File: src/rtl/mac_accum.sv
// mac_accum: burst multiply-accumulate with a registered product stage.
// Optional build macro: MAC_ACCUM_SAT_EN. When it is defined, overflowing adds
// clamp to the signed ACC_W limits. When it is undefined, adds wrap.
// The ovf flag is sticky per burst in both builds.
module mac_accum #(
  parameter int ACC_W = 24,
  parameter int LEN_W = 8
) (
  input  logic             clk,
  input  logic             rst,
  input  logic             start,
  input  logic [LEN_W-1:0] len,
  input  logic [7:0]       x,
  input  logic [7:0]       y,
  input  logic             in_valid,
  output logic             in_ready,
  output logic [ACC_W-1:0] acc,
  output logic             out_valid,
  input  logic             out_ready,
  output logic             ovf
);

  typedef enum logic [1:0] {IDLE, RUN, DRAIN, DONE} state_t;

  state_t                   state_q, state_d;
  logic [LEN_W-1:0]         len_q, len_d;
  logic [LEN_W-1:0]         cnt_q, cnt_d;
  logic signed [15:0]       prod_q, prod_d;
  logic                     pvld_q, pvld_d;
  logic [ACC_W-1:0]         acc_q, acc_d;
  logic                     ovf_q, ovf_d;

  logic signed [7:0]        xs, ys;
  logic [ACC_W:0]           sum;
  logic                     add_ovf;
  logic                     accept, last;

  // The sum is computed one bit wider than acc so that overflow can be seen.
  // Overflow has occurred when the top two bits of the wide sum disagree.
  always_comb begin
    xs      = x;
    ys      = y;
    accept  = (state_q == RUN) && in_valid;
    last    = accept && (cnt_q == (len_q - LEN_W'(1)));
    sum     = {acc_q[ACC_W-1], acc_q} + {{(ACC_W-15){prod_q[15]}}, prod_q};
    add_ovf = sum[ACC_W] ^ sum[ACC_W-1];
  end

  // Next-state logic covers three things: the product stage, the accumulate
  // stage and the burst FSM. A start in IDLE clears acc and ovf, and this
  // clear is applied after the accumulate update.
  always_comb begin
    state_d = state_q;
    len_d   = len_q;
    cnt_d   = cnt_q;
    prod_d  = prod_q;
    pvld_d  = accept;
    acc_d   = acc_q;
    ovf_d   = ovf_q;

    if (accept) prod_d = xs * ys;

    if (pvld_q) begin
      ovf_d = ovf_q | add_ovf;
`ifdef MAC_ACCUM_SAT_EN
      if (add_ovf) acc_d = sum[ACC_W] ? {1'b1, {(ACC_W-1){1'b0}}}
                                      : {1'b0, {(ACC_W-1){1'b1}}};
      else         acc_d = sum[ACC_W-1:0];
`else
      acc_d = sum[ACC_W-1:0];
`endif
    end

    case (state_q)
      IDLE: if (start) begin
        acc_d = '0;
        ovf_d = 1'b0;
        cnt_d = '0;
        if (len != '0) begin
          len_d   = len;
          state_d = RUN;
        end else begin
          state_d = DONE;
        end
      end
      RUN: if (accept) begin
        cnt_d = cnt_q + LEN_W'(1);
        if (last) state_d = DRAIN;
      end
      // The last product gets added in this cycle, so DONE follows next.
      DRAIN: if (pvld_q) state_d = DONE;
      DONE:  if (out_ready) state_d = IDLE;
      default: state_d = IDLE;
    endcase
  end

  // State registers. Reset has priority and discards any product in flight.
  always_ff @(posedge clk) begin
    if (rst) begin
      state_q <= IDLE;
      len_q   <= '0;
      cnt_q   <= '0;
      prod_q  <= '0;
      pvld_q  <= 1'b0;
      acc_q   <= '0;
      ovf_q   <= 1'b0;
    end else begin
      state_q <= state_d;
      len_q   <= len_d;
      cnt_q   <= cnt_d;
      prod_q  <= prod_d;
      pvld_q  <= pvld_d;
      acc_q   <= acc_d;
      ovf_q   <= ovf_d;
    end
  end

  assign in_ready  = (state_q == RUN);
  assign out_valid = (state_q == DONE);
  assign acc       = acc_q;
  assign ovf       = ovf_q;

endmodule

File: config.mk
export PLATFORM = sky130hd
export DESIGN_NAME = mac_accum
export DESIGN_NICKNAME = d
export VERILOG_FILES = /design/src/rtl/mac_accum.sv
export SDC_FILE = /design/constraint.sdc
export NUM_CORES = 1
export LEC_CHECK = 0
export CAP_MARGIN = 20
export CORE_MARGIN = 2
export CORE_UTILIZATION = 57
export DETAILED_ROUTE_END_ITERATION = 16
export PLACE_DENSITY_LB_ADDON = 0.05
export SYNTH_ARGS = -nofsm -noshare
export SYNTH_HDL_FRONTEND = slang
export SYNTH_SLANG_ARGS = --single-unit
export TNS_END_PERCENT = 1
File: constraint.sdc
create_clock -name clk -period 7 [get_ports clk]
set_clock_uncertainty 0.1 [all_clocks]
set_input_delay 1.4 -clock clk [delete_from_list [all_inputs] [get_ports clk]]
set_output_delay 1.4 -clock clk [all_outputs]
set_load 0.01 [all_outputs]
After elaboration in Yosys (flattened, before gate mapping)
Index checks and enable logic that the tools add are counted.
{ "totals": {"reg_bits": 60, "out_inout_bits": 27, "elab_cells": 46} }
{ "classes": {"n_addsub": 3, "mul": 1, "n_eq_ne": 9, "muxes": 16, "bitwise_logic": 2, "n_reduce_logical": 8} }
{ "op_table": {"columns": ["op", "n"], "rows": [
  ["24-bit 2-to-1 mux", 3],
  ["24-bit by 16-bit adder with 25-bit output", 1],
  ["8-bit by 8-bit multiplier with 16-bit output", 1],
  ["8-bit 2-to-1 mux", 2],
  ["8-bit one-hot mux with 2 select lines", 1],
  ["2-bit 2-to-1 mux", 6],
  ["8-bit by 1-bit adder with 8-bit output, second input constant", 1],
  ["8-bit == test", 1],
  ["2-bit one-hot mux with 4 select lines", 1],
  ["8-bit nonzero test", 1],
  ["8-bit by 1-bit subtractor with 8-bit output, second input constant", 1],
  ["2-bit by 1-bit != test with 1-bit output, second input constant", 3],
  ["3-bit AND reduction", 2],
  ["5-bit AND reduction", 1],
  ["2-bit == test, second input constant", 2],
  ["2-bit != test, second input constant", 2],
  ["1-bit 2-to-1 mux", 3],
  ["2-bit by 1-bit == test with 1-bit output, second input constant", 1],
  ["1-bit logical AND", 2],
  ["2-bit logical NOT", 1],
  ["2-bit nonzero test", 1],
  ["1-bit bitwise OR", 1],
  ["1-bit XOR", 1]
]} }

Logic depth before layout (Yosys ltp)
Gate-level depths: netlist of the first run.
{ "logic_depth": {"word_depth": 6, "mapped_depth": 18} }

Worst setup path before layout of the first run
No wires, ideal clock.
{ "synth_path": {"path_kind": "input to register", "startpoint": "input x[7]", "endpoint": "register prod_q[15]", "setup_time_ns": 0.133, "arrival_ns": 5.275, "path_slack_ns": 1.492, "cell_stages": 15, "cell_sequence": "and2_1 -> fa_1 -> inv_1 -> fa_1 -> inv_1 -> fa_1 -> inv_1 -> fa_1 -> inv_1 -> ha_1 -> and3_1 -> a2111oi_2 -> a21oi_1 -> xnor2_1 -> a21oi_1"} }
{ "synth_between": {"elab_chain_len": 1} }
{ "synth_lines": {"columns": ["element", "line", "text"], "rows": [
  ["start: declaration", "13", "input logic [7:0] x,"],
  ["8-bit by 8-bit multiplier with 16-bit output", "61", "if (accept) prod_d = xs * ys;"],
  ["end signal: assignment", "111", "prod_q <= prod_d;"],
  ["end: declaration", "28", "logic signed [15:0] prod_q, prod_d;"]
]} }
No other way between the ends.
A chain may end at the register's enable or synchronous reset.

Final worst setup path of the first run
{ "layout_path": {"startpoint": "input x[3]", "endpoint": "register prod_q[14]"} }
The elaborated chain is that of the path after synthesis.

==> results of run 1 <==
## metal layers
| layer | global-route usage | vias up | part of all wire | wire [µm] |
|---|---|---|---|---|
| met5 | 0 | - | 0 | 0 |
| met4 | 0.0696 | 0 | 0.011 | 144 |
| met3 | 0.0345 | 10 | 0.036 | 467 |
| met2 | 0.391 | 93 | 0.46 | 6080 |
| met1 | 0.341 | 2353 | 0.49 | 6400 |
| li1 | - | 2513 | - | - |
## cells in the mapped netlist, types with 2 or more instances
| cell type | n | area share |
|---|---|---|
| or2_2 | 2 | 0.0020 |
| nor3_1 | 12 | 0.0098 |
| xnor2_1 | 30 | 0.043 |
| xor2_1 | 15 | 0.021 |
| nand3b_1 | 4 | 0.0049 |
| o21ai_1 | 3 | 0.0024 |
| a21o_1 | 11 | 0.013 |
| a211o_1 | 5 | 0.0071 |
| nand3_1 | 13 | 0.011 |
| o22ai_1 | 2 | 0.0020 |
| nor2_1 | 63 | 0.039 |
| nor4_1 | 2 | 0.0020 |
| or3_1 | 2 | 0.0020 |
| o21ai_0 | 20 | 0.016 |
| and3_1 | 6 | 0.0061 |
| a31oi_1 | 7 | 0.0071 |
| fa_1 | 56 | 0.18 |
| nor4b_1 | 2 | 0.0029 |
| a2111oi_0 | 3 | 0.0043 |
| dfxtp_1 | 60 | 0.20 |
| nand2b_1 | 8 | 0.0082 |
| and2_1 | 42 | 0.043 |
| mux2i_1 | 22 | 0.036 |
| nand4_1 | 4 | 0.0041 |
| nand2_1 | 53 | 0.032 |
| o211ai_1 | 2 | 0.0024 |
| nor2b_1 | 12 | 0.012 |
| a211oi_1 | 8 | 0.0098 |
| o211a_1 | 2 | 0.0033 |
| inv_1 | 96 | 0.059 |
| a21oi_1 | 47 | 0.038 |
| a21boi_0 | 2 | 0.0024 |
| o2111ai_1 | 2 | 0.0029 |
| ha_1 | 59 | 0.12 |
| o21a_1 | 4 | 0.0049 |
| o21bai_1 | 4 | 0.0049 |
| clkbuf_1 | 13 | 0.0079 |
## cells by family (layout without fill, tap and decap cells)
| logic type | Yosys count | count (layout) | share of synthesized area |
|---|---|---|---|
| buffers and inverters | 109 | 168 | 0.0666 |
| XOR/XNOR | 45 | 45 | 0.0642 |
| AO/OA/AOI/OAI | 138 | 138 | 0.151 |
| AND/OR/NAND/NOR | 228 | 228 | 0.182 |
| flip-flops | 60 | 60 | 0.196 |
| adder cells (fa/ha/maj) | 115 | 115 | 0.303 |
| multiplexers | 23 | 23 | 0.0377 |
## final timing paths
check                           startpoint         end  slack [ns]
worst max-delay path                  x[3]  prod_q[14]        1.02
worst min-delay path             prod_q[9]   prod_q[9]        0.36
worst max register to register      acc[0]     acc[18]        4.19
worst min register to register   prod_q[9]   prod_q[9]        0.36
## critical path, delay by kind of cell
kind,cells,cell delay [ns]
compound gates,6,1.29
fa+ha+maj,5,2.37
buf+inv,5,0.75
simple gates,2,0.34
## state kept, by name, indices dropped and copies added (netlist names)
signal   flops
cnt_q        8
ovf          1
acc         24
prod_q      16
pvld_q       1
state_q      2
len_q        8
## power by group
part	internal (mW)	switching (mW)	leakage (nW)
combinational	0.465	0.591	2.62
clock	0.172	0.136	0.0935
sequential	0.384	0.0407	0.486
## cell type report
| type | count | share of cell area |
|---|---|---|
| multi-input combinational | 549 | 0.646 |
| clock inverter | 2 | 0.00500 |
| timing repair buffer | 57 | 0.0807 |
| inverter | 96 | 0.0514 |
| sequential | 60 | 0.171 |
| clock buffer | 13 | 0.0212 |
| tap | 136 | 0.0243 |
==> results.cfg, run 1 <==
[run_status]
status = completed

[power_and_ir_drop]
peakVddDrop_mv = 0.133
powerDensity_mw_per_mm2 = 255
power.leakage_nw = 3.20
p_total_mw = 1.79

[cts]
cts_setup_buffers = 0
cts_tree = yes
cts_buffers = 9
cts_max_level = 3
clkTransAtPathRegs_ns = 0.07
max-clock-path-buffers = 2
cts_sinks = 60
cts-hold-fix-buffers = 0
cts_root_buffer = clkbuf_8
cts_resized = 0
insertion_delay_ns = 0.35

[global_routing]
grt_pass1_vias = 4881
grt_pass1_wl_mm = 22.6
overflow = 0
grt_antenna_before_repair = 0
grt_usage = 0.243
grt_max_degree = 33

[floorplanning]
core-area_mm2 = 0.0104
die_width_um = 108
start_util = 0.592
row_count = 37
ios = 56
die_area_mm2 = 0.0116
die_h_um = 108

[sta]
worst_slack_ns = 1.02
finalSetupViolCount = 0
fin_crit_ns = 5.98
rsz0062_at_grt = false
tns_ns = 0
finalHoldViolCount = 0
maxSlewHeadroom = 0.341
drv_slew = 0
min_period_over_period = 0.854
fmax_mhz = 167
hold_ws_ns = 0.357
worst-slew-pin-transition_ns = 0.988

[logic_synthesis]
synth_nets = 862
async_flop_share = 0
ys_seq_elements = 60
synth_area_per_cell_um2 = 8.55
syn_area_mm2 = 0.00614
synth_edf_count = 0
postSynthCellCount = 718
synth.distinct_cells = 57
yosysSeqAreaShare = 0.196
yosysWarnings = 0
synthFlopType = dfxtp_1

[worst_hold_path]
hold_path_class = register to register
holdPathStages = 2

[finish]
num-nets-final = 917
final_cell_count_no_fill = 913
n_fill_cell = 867
syn2layout_area_growth_pct = 14.2
most-common-layout-cells = inv_1, nor2_1, dfxtp_1, ha_1, fa_1
utilization = 0.676
drive_gt1_frac = 0.0309
final_common_cell = inv_1
n_antenna_cell = 0
finish.instance_area_mm2 = 0.00701
seqCellArea_mm2 = 0.00120
multi_input_area_mm2 = 0.00453

[worst_setup_path]
crit_chain = clkdlybuf4s50_1, and2_1, fa_1, inv_1, fa_1, inv_1, fa_1, inv_1, fa_1, inv_1, ha_1, o21ai_1, a21boi_0, o21ai_0, a21boi_1, o2111ai_1, a2111o_1, nand3_1
reg2reg_depth = 10
cp_max_fo = 8
start_kind = primary input
slowest_delay_ns = 0.56
worstSetupEndpointType = register
worstPathArrival_ns = 6.18
setup.worst_path.class = primary input to register
critPathSlowestCell = clkdlybuf4s50_1
crit_required_ns = 7.20

[placement]
io_buffer_count = 55
place.gp.congestion = 0.913
place_area_mm2 = 0.00683
place_hpwl_mm = 10.4
dp_cells = 898
post-place-ws_ns = 0.672

[route]
ant_nets = 0
viasPerCell = 5.44
drtIter0Drc = 194
avgRoutedWirePerCell_um = 14.3
wirelength_mm = 13.1
drc_errors = 0
via_count = 4969
dr.pass1.iters = 4

[job]
maxCapViolCount = 0
Note: power is estimated with default switching activity, not from simulation.
==> run 2: changes to the inputs <==
--- a/config.mk
+++ b/config.mk
@@ -9,7 +9,9 @@
 export CORE_MARGIN = 2
 export CORE_UTILIZATION = 57
 export DETAILED_ROUTE_END_ITERATION = 16
+export DONT_BUFFER_PORTS = 1
 export PLACE_DENSITY_LB_ADDON = 0.05
+export SLEW_MARGIN = 10
 export SYNTH_ARGS = -nofsm -noshare
 export SYNTH_HDL_FRONTEND = slang
 export SYNTH_SLANG_ARGS = --single-unit
==> constraint.sdc (replaced) <==
create_clock -name clk -period 7 [get_ports clk]
set_clock_uncertainty 0.1 [all_clocks]
set_input_delay 1.4 -clock clk [delete_from_list [all_inputs] [get_ports clk]]
set_output_delay 1.4 -clock clk [all_outputs]
set_load 0.02 [all_outputs]
==> run 2 against run 1 <==
Effect of this change: core utilization fell by 5.6 points; die area did not move; highest routed layer unchanged; register-to-register slack got worse by 0.13 ns; first-iteration DRC count rose by 1.0%.
==> results.cfg, run 2 (synthesized netlist as in run 1, its figures left out) <==
[worst_hold_path]
hold_path_class = register to register

[route]
drtIter0Drc = 196
avgRoutedWirePerCell_um = 14.6
viasPerCell = 5.44
wirelength_mm = 12.6
drc_errors = 0
ant_nets = 0
via_count = 4666
dr.pass1.iters = 5

[finish]
most-common-layout-cells = inv_1, nor2_1, dfxtp_1, ha_1, fa_1
seqCellArea_mm2 = 0.00120
final_cell_count_no_fill = 858
num-nets-final = 861
largest_reg_flops = 24
multi_input_area_mm2 = 0.00453
final_common_cell = inv_1
syn2layout_area_growth_pct = 4.75
drive_gt1_frac = 0.0319
n_antenna_cell = 0
n_fill_cell = 903

[global_routing]
grt_pass1_wl_mm = 21.8
grt_max_degree = 34
grt_pass1_vias = 4748
overflow = 0
grt_antenna_before_repair = 0
grt_usage = 0.232

[placement]
dp_cells = 842
place_hpwl_mm = 10.1
io_buffer_count = 0
place.gp.congestion = 0.851

[sta]
tns_ns = 0
finalSetupViolCount = 0
min_period_over_period = 0.784
rsz0062_at_grt = false
finalHoldViolCount = 0
drv_slew = 0
fin_crit_ns = 5.49
fmax_mhz = 182
worst-slew-pin-transition_ns = 0.945
maxSlewHeadroom = 0.370

[power_and_ir_drop]
p_int_mw = 0.962
seq_power_share = 0.247
power_frac_clock = 0.158
peakVddDrop_mv = 0.138
powerDensity_mw_per_mm2 = 268
p_comb_frac = 0.594
netSwitchingPower_mw = 0.761
switching_share = 0.442
power.leakage_nw = 2.99

[worst_setup_path]
crit_chain = and2_1, fa_1, inv_1, fa_1, inv_1, fa_1, inv_1, fa_1, inv_1, ha_1, o21ai_1, a21boi_0, o21ai_0, a21boi_1, o2111ai_1, a2111o_1, nand3_1
worstSetupEndpointType = register
setup.worst_path.class = primary input to register
critPathSlowestCell = fa_1
cp_max_fo = 8
slowest_delay_ns = 0.54
start_kind = primary input
worstPathArrival_ns = 5.67
crit_required_ns = 7.18
crit_family = adder cells
cp_num_buf_inv = 4

[floorplanning]
die_width_um = 108
start_util = 0.592
ios = 56
core-area_mm2 = 0.0104
die_h_um = 108
die_area_mm2 = 0.0116
row_count = 37

[cts]
cts-hold-fix-buffers = 0
cts_resized = 0
cts_max_level = 3
cts_sinks = 60
insertion_delay_ns = 0.34
cts_root_buffer = clkbuf_8
cts_tree = yes
clkTransAtPathRegs_ns = 0.07
max-clock-path-buffers = 2
cts_setup_buffers = 0
cts_buffers = 9

[run_status]
status = completed

[job]
maxCapViolCount = 0
-- run 2: changes by cell type in the layout (fill, tap and decap cells not counted), sizes merged --
cell and delta:
clkdlybuf4s50 -55, buf -1, bufinv -1, clkbuf +1
clkinv +1
-- run 2: worst register-to-register path: stages, from the launching register on --
cell	delay [ns]
dfxtp_1	0.39
ha_1	0.28
fa_1	0.43
a211oi_1	0.32
o21ai_0	0.18
nand3_1	0.18
a41oi_1	0.21
and2_1	0.23
o21ai_0	0.20
mux2i_1	0.20
o21ai_0	0.09
-- run 2: worst paths after layout --
check / start / to / slack, ns / depth (start not counted)
max: x[3] / prod_q[14] / 1.51 / 17
min: prod_q[13] / prod_q[13] / 0.35 / 2
max reg2reg: acc[0] / acc[18] / 4.06 / 10
min reg2reg: prod_q[13] / prod_q[13] / 0.35 / 2
-- run 2: final cells by class --
cell class	instances	share of cell area
sequential	60	0.187
inverter	96	0.0560
timing repair buffer	1	0.00117
clock inverter	2	0.00156
multi-input combinational	549	0.704
tap	136	0.0265
clock buffer	14	0.0237
-- run 2: per-layer routing --
metal | wire (µm) | GRT usage
met1 | 6450 | 0.323
met2 | 5590 | 0.371
met4 | 112 | 0.0559
met5 | 0 | 0
met3 | 408 | 0.0460
-- run 2: power by group through the flow --
stage	Sequential [mW]	Clock, mW	Combinational, mW
floorplan	0.422	0	0.842
global placement	0.432	0	0.983
detailed placement	0.435	0	1.01
CTS	0.427	0.278	1.02
global route	0.432	0.296	1.19
finish	0.426	0.273	1.02
-- run 2: per-stage QoR --
step | hold slack (ns) | util | worst slack (ns) | power, mW | area [µm²]
after floorplan | 0.336 | - | 1.49 | 1.26 | 6140
after global placement | 0.340 | 0.605 | 1.34 | 1.42 | 6270
after detailed placement | 0.344 | 0.605 | 1.22 | 1.45 | 6270
after CTS | 0.353 | 0.620 | 1.58 | 1.73 | 6430
after global routing | 0.367 | 0.620 | 1.30 | 1.91 | 6430
final | 0.350 | 0.620 | 1.51 | 1.72 | 6430
==> patch 1 (flow settings as in run 2) <==
Change the parameter `LEN_W` from 8 to 16.
--- a/src/rtl/mac_accum.sv
+++ b/src/rtl/mac_accum.sv
@@ -4,7 +4,7 @@
 // The ovf flag is sticky per burst in both builds.
 module mac_accum #(
   parameter int ACC_W = 24,
-  parameter int LEN_W = 8
+  parameter int LEN_W = 16
 ) (
   input  logic             clk,
   input  logic             rst,
Interface: changed (resized len); port bits go from 56 to 64. No check against the original RTL was run, so the function may have changed too.
==> patch 1 against run 2 <==
Synthesized cell count up 11%. Design area up 14%. Worst setup slack better by 210 ps. Sequential cell count up 16. Clock power up 90%. Critical path depth down 3. Power up 30%. Count of clock-buffer cells in the layout down 3. Synthesized area up 12%. Wire length up 13%. Highest routed layer unchanged.
==> patch 1: results (changes against run 2) <==
| Metric | Value |
|---|---|
| Post-synth net total | `946 (was 862)` |
| Top cells by count, synth | `inv_1, dfxtp_1, nor2_1 (was inv_1, nor2_1, dfxtp_1)` |
| Slowest stage delay, CP | `640 ps (was 540 ps)` |
| Syn Area/Cell | `8.672 sq um (was 8.553 sq um)` |
| Worst setup endpoint | `prod_q[15] (was prod_q[14])` |
| Die footprint | `0.01297 sq mm (was 0.01162 sq mm)` |
| Layout Nets | `936 (was 861)` |
| Placer congestion estimate | `0.8908 (was 0.8514)` |
| Flop-to-flop setup slack | `3750 ps (was 4060 ps)` |
| WL per Instance | `15.12 um (was 14.64 um)` |
| CTS root buf | `clkbuf_16 (was clkbuf_8)` |
| Layout cells sized above 1 | `4.056% (was 3.186%)` |
| Post-Place Setup Slack | `1379 ps (was 1218 ps)` |
| Sequential share of the synthesized area | `22.10% (was 19.56%)` |
| Total leakage power | `3.262 nW (was 2.989 nW)` |
| Synth top area cells | `dfxtp_1, fa_1, ha_1 (unchanged)` |
| Max IR drop VDD | `0.1363 mV (was 0.1384 mV)` |
| Buffers, non-clock | `2 (was 1)` |
| Final hold slack | `353.0 ps (was 350.2 ps)` |
| Multi-input combinational cell area | `0.004931 sq mm (was 0.004531 sq mm)` |
| Fraction of area in multi-input gates | `67.36% (was 70.43%)` |
| Path depth of the worst reg2reg path | `11 (was 10)` |
| Clock buffers | `11 (was 14)` |
| Clock Sink Count | `76 (was 60)` |
| Vias in the first global route | `5321 (was 4748)` |
| Library cells used by synthesis | `61 (was 57)` |
| DRC marker count from the first detailed-route iteration | `313 (was 196)` |
| Switching share of power | `39.84% (was 44.15%)` |
| Tmin final | `5277 ps (was 5485 ps)` |
| Register Area | `0.001521 sq mm (was 0.001201 sq mm)` |
| DP HPWL | `11600 um (was 10100 um)` |
| Total global-route track usage | `22.73% (was 23.19%)` |
| Non-clock buffer share | `0.2051% (was 0.1167%)` |
| Largest net degree at the start of global routing | `38 (was 34)` |
| First-pass GRT wire length | `23890 um (was 21810 um)` |
| Comb_multi_in | `606 (was 549)` |
| Placed Area | `0.006978 sq mm (was 0.006270 sq mm)` |
| Outcome | `finished, final reports clean (unchanged)` |
-- patch 1: power groups by stage --
stage / sequential [mW] / combinational (mW) / clock, mW
floorplan: 0.535 / 0.977 / 0
finish: 0.549 / 1.16 / 0.519
global route: 0.555 / 1.33 / 0.549
detailed placement: 0.558 / 1.17 / 0
CTS: 0.549 / 1.18 / 0.529
global placement: 0.555 / 1.14 / 0
-- patch 1: kinds of logic (layout without fill, tap and decap cells) --
logic type / Yosys count / after routing / synth area share, %
xor gates and xnor gates: 69 / 69 / 8.777
adders and majority gates: 115 / 115 / 27.00
and+or+nand+nor: 254 / 254 / 18.34
DFF: 76 / 76 / 22.10
buffers and inverters: 112 / 107 / 6.324
AOI/OAI and AO/OA: 130 / 130 / 11.92
muxes: 38 / 38 / 5.542
-- patch 1: layer usage --
metal	global-route usage [%]	wire length, um	vias up
li1	-	-	2624
met1	27.73	6205	2525
met2	39.52	6971	100
met3	5.473	742	18
met4	7.642	234	0
met5	0	0	-
==> patch 2 (settings of run 2) <==
Made on the original files. Encoding of `state_t`: now one-hot (4 bits for 4 states).
--- a/src/rtl/mac_accum.sv
+++ b/src/rtl/mac_accum.sv
@@ -20,7 +20,7 @@
   output logic             ovf
 );
 
-  typedef enum logic [1:0] {IDLE, RUN, DRAIN, DONE} state_t;
+  typedef enum logic [3:0] {IDLE = 4'b0001, RUN = 4'b0010, DRAIN = 4'b0100, DONE = 4'b1000} state_t;
 
   state_t                   state_q, state_d;
   logic [LEN_W-1:0]         len_q, len_d;
Check against the original RTL: no difference found for any inputs over 4 cycles, from zero or initial values and one cycle with rst high; so few cycles prove little.
==> patch 2 against run 2 <==
Synthesized area increased by 2.3%. Combinational power down 26%. Wire length is 1.9% higher. Design area is 2.3% higher. Global-route usage rose by 0.097 points. Power is 15% lower. Worst setup slack better by 300 ps. Sequential cell count grew 2. Critical endpoint is now prod_q[13]. Highest routed layer unchanged.
==> patch 2: results (changes against run 2) <==
| Metric | Value |
|---|---|
| Outcome | `finished, final reports clean (unchanged)` |
| DRC marker count from the first detailed-route iteration | `249 (was 196)` |
| Non-clock buffer share | `0.2282% (was 0.1167%)` |
| DP HPWL | `10320 um (was 10100 um)` |
| FF+latch count | `62 (was 60)` |
| Clock tree cell share of total cell area | `3.042% (was 2.529%)` |
| Post-synth net total | `892 (was 862)` |
| Register Area | `0.001241 sq mm (was 0.001201 sq mm)` |
| Via/cell ratio | `5.447 (was 5.438)` |
| Total leakage power | `2.948 nW (was 2.989 nW)` |
| Total global-route track usage | `23.29% (was 23.19%)` |
| DRT Wirelength | `12800 um (was 12560 um)` |
| Sequential share of the synthesized area | `19.75% (was 19.56%)` |
| Library cells used by synthesis | `54 (was 57)` |
| Post-Place Setup Slack | `1444 ps (was 1218 ps)` |
| Ant diodes | `0 (unchanged)` |
| Buffers, non-clock | `2 (was 1)` |
| Largest net degree at the start of global routing | `38 (was 34)` |
| Comb_multi_in | `581 (was 549)` |
| Non-CTS inverters | `87 (was 96)` |
| Clock buffers | `12 (was 14)` |
| Vias in the first global route | `4720 (was 4748)` |
| Slowest stage delay, CP | `540 ps (about the same)` |
| Synth Flop Type | `dfxtp_1 (unchanged)` |
| Fillers | `945 (was 903)` |
| Layout Nets | `883 (was 861)` |
| DRT Pass-1 Iters | `4 (was 5)` |
| Placer congestion estimate | `0.9466 (was 0.8514)` |
| Top cells by count, synth | `inv_1, nand2_1, dfxtp_1 (was inv_1, nor2_1, dfxtp_1)` |
| Layout cells sized above 1 | `3.209% (was 3.186%)` |
| Synth top area cells | `dfxtp_1, fa_1, ha_1 (unchanged)` |
| Multi-input combinational cell area | `0.004622 sq mm (was 0.004531 sq mm)` |
| First-pass GRT wire length | `21970 um (was 21810 um)` |
| Yosys warns | `0 (unchanged)` |
| CP arrival | `5340 ps (was 5670 ps)` |
| Max transition margin | `45.87% (was 37.02%)` |
==> patch 2: changes by cell type after synthesis, moves of 6 or more <==
cell	change
nand2_1	+21
o21ai_1	+9
xor2_1	+6
buf_2	+6
o21ai_0	+7
inv_1	-9
mux2i_1	-7
==> patch 2: path summary, 6_finish.rpt <==
check / slack (ps) / startpoint / cells past startpoint / end
min reg2reg: 350 / prod_q[10] / 2 / prod_q[10]
max reg2reg: 4250 / acc[0] / 9 / acc[18]
min: 350 / prod_q[10] / 2 / prod_q[10]
max: 1820 / x[7] / 17 / prod_q[13]
==> patch 2: metal layers <==
metal | vias up | GRT usage (%) | part of all wire, %
met3 | 9 | 4.363 | 3.9
met1 | 2249 | 31.87 | 50
met2 | 80 | 37.76 | 45
li1 | 2499 | - | -
met5 | - | 0 | 0
met4 | 0 | 6.502 | 1.0
==> patch 2: cell families after synthesis <==
kind of cell    Yosys count  synth area share [%]
buf+inv                 109                 6.691
flops                    62                 19.75
xor+xnor                 49                 6.830
compound gates          151                 15.01
mux                      16                 2.569
fa+ha+maj               111                 28.79
simple gates            254                 20.35
==> patch 2: through the flow <==
step,instance area [sq um],hold slack [ps],cells
after floorplan,6284,335.6,752
after global placement,6380,339.3,872
after detailed placement,6380,345.3,872
after CTS,6580,353.9,888
after global routing,6580,376.2,888
final,6580,350.9,888
==> patch 2: where the power goes <==
| part | total [mW] | switching [mW] | internal [mW] | leakage, nW |
|---|---|---|---|---|
| Sequential | 0.373 | 0.0113 | 0.362 | 0.501 |
| Clock | 0.327 | 0.144 | 0.182 | 0.106 |
| Combinational | 0.758 | 0.415 | 0.343 | 2.34 |
| Total | 1.46 | 0.571 | 0.887 | 2.95 |
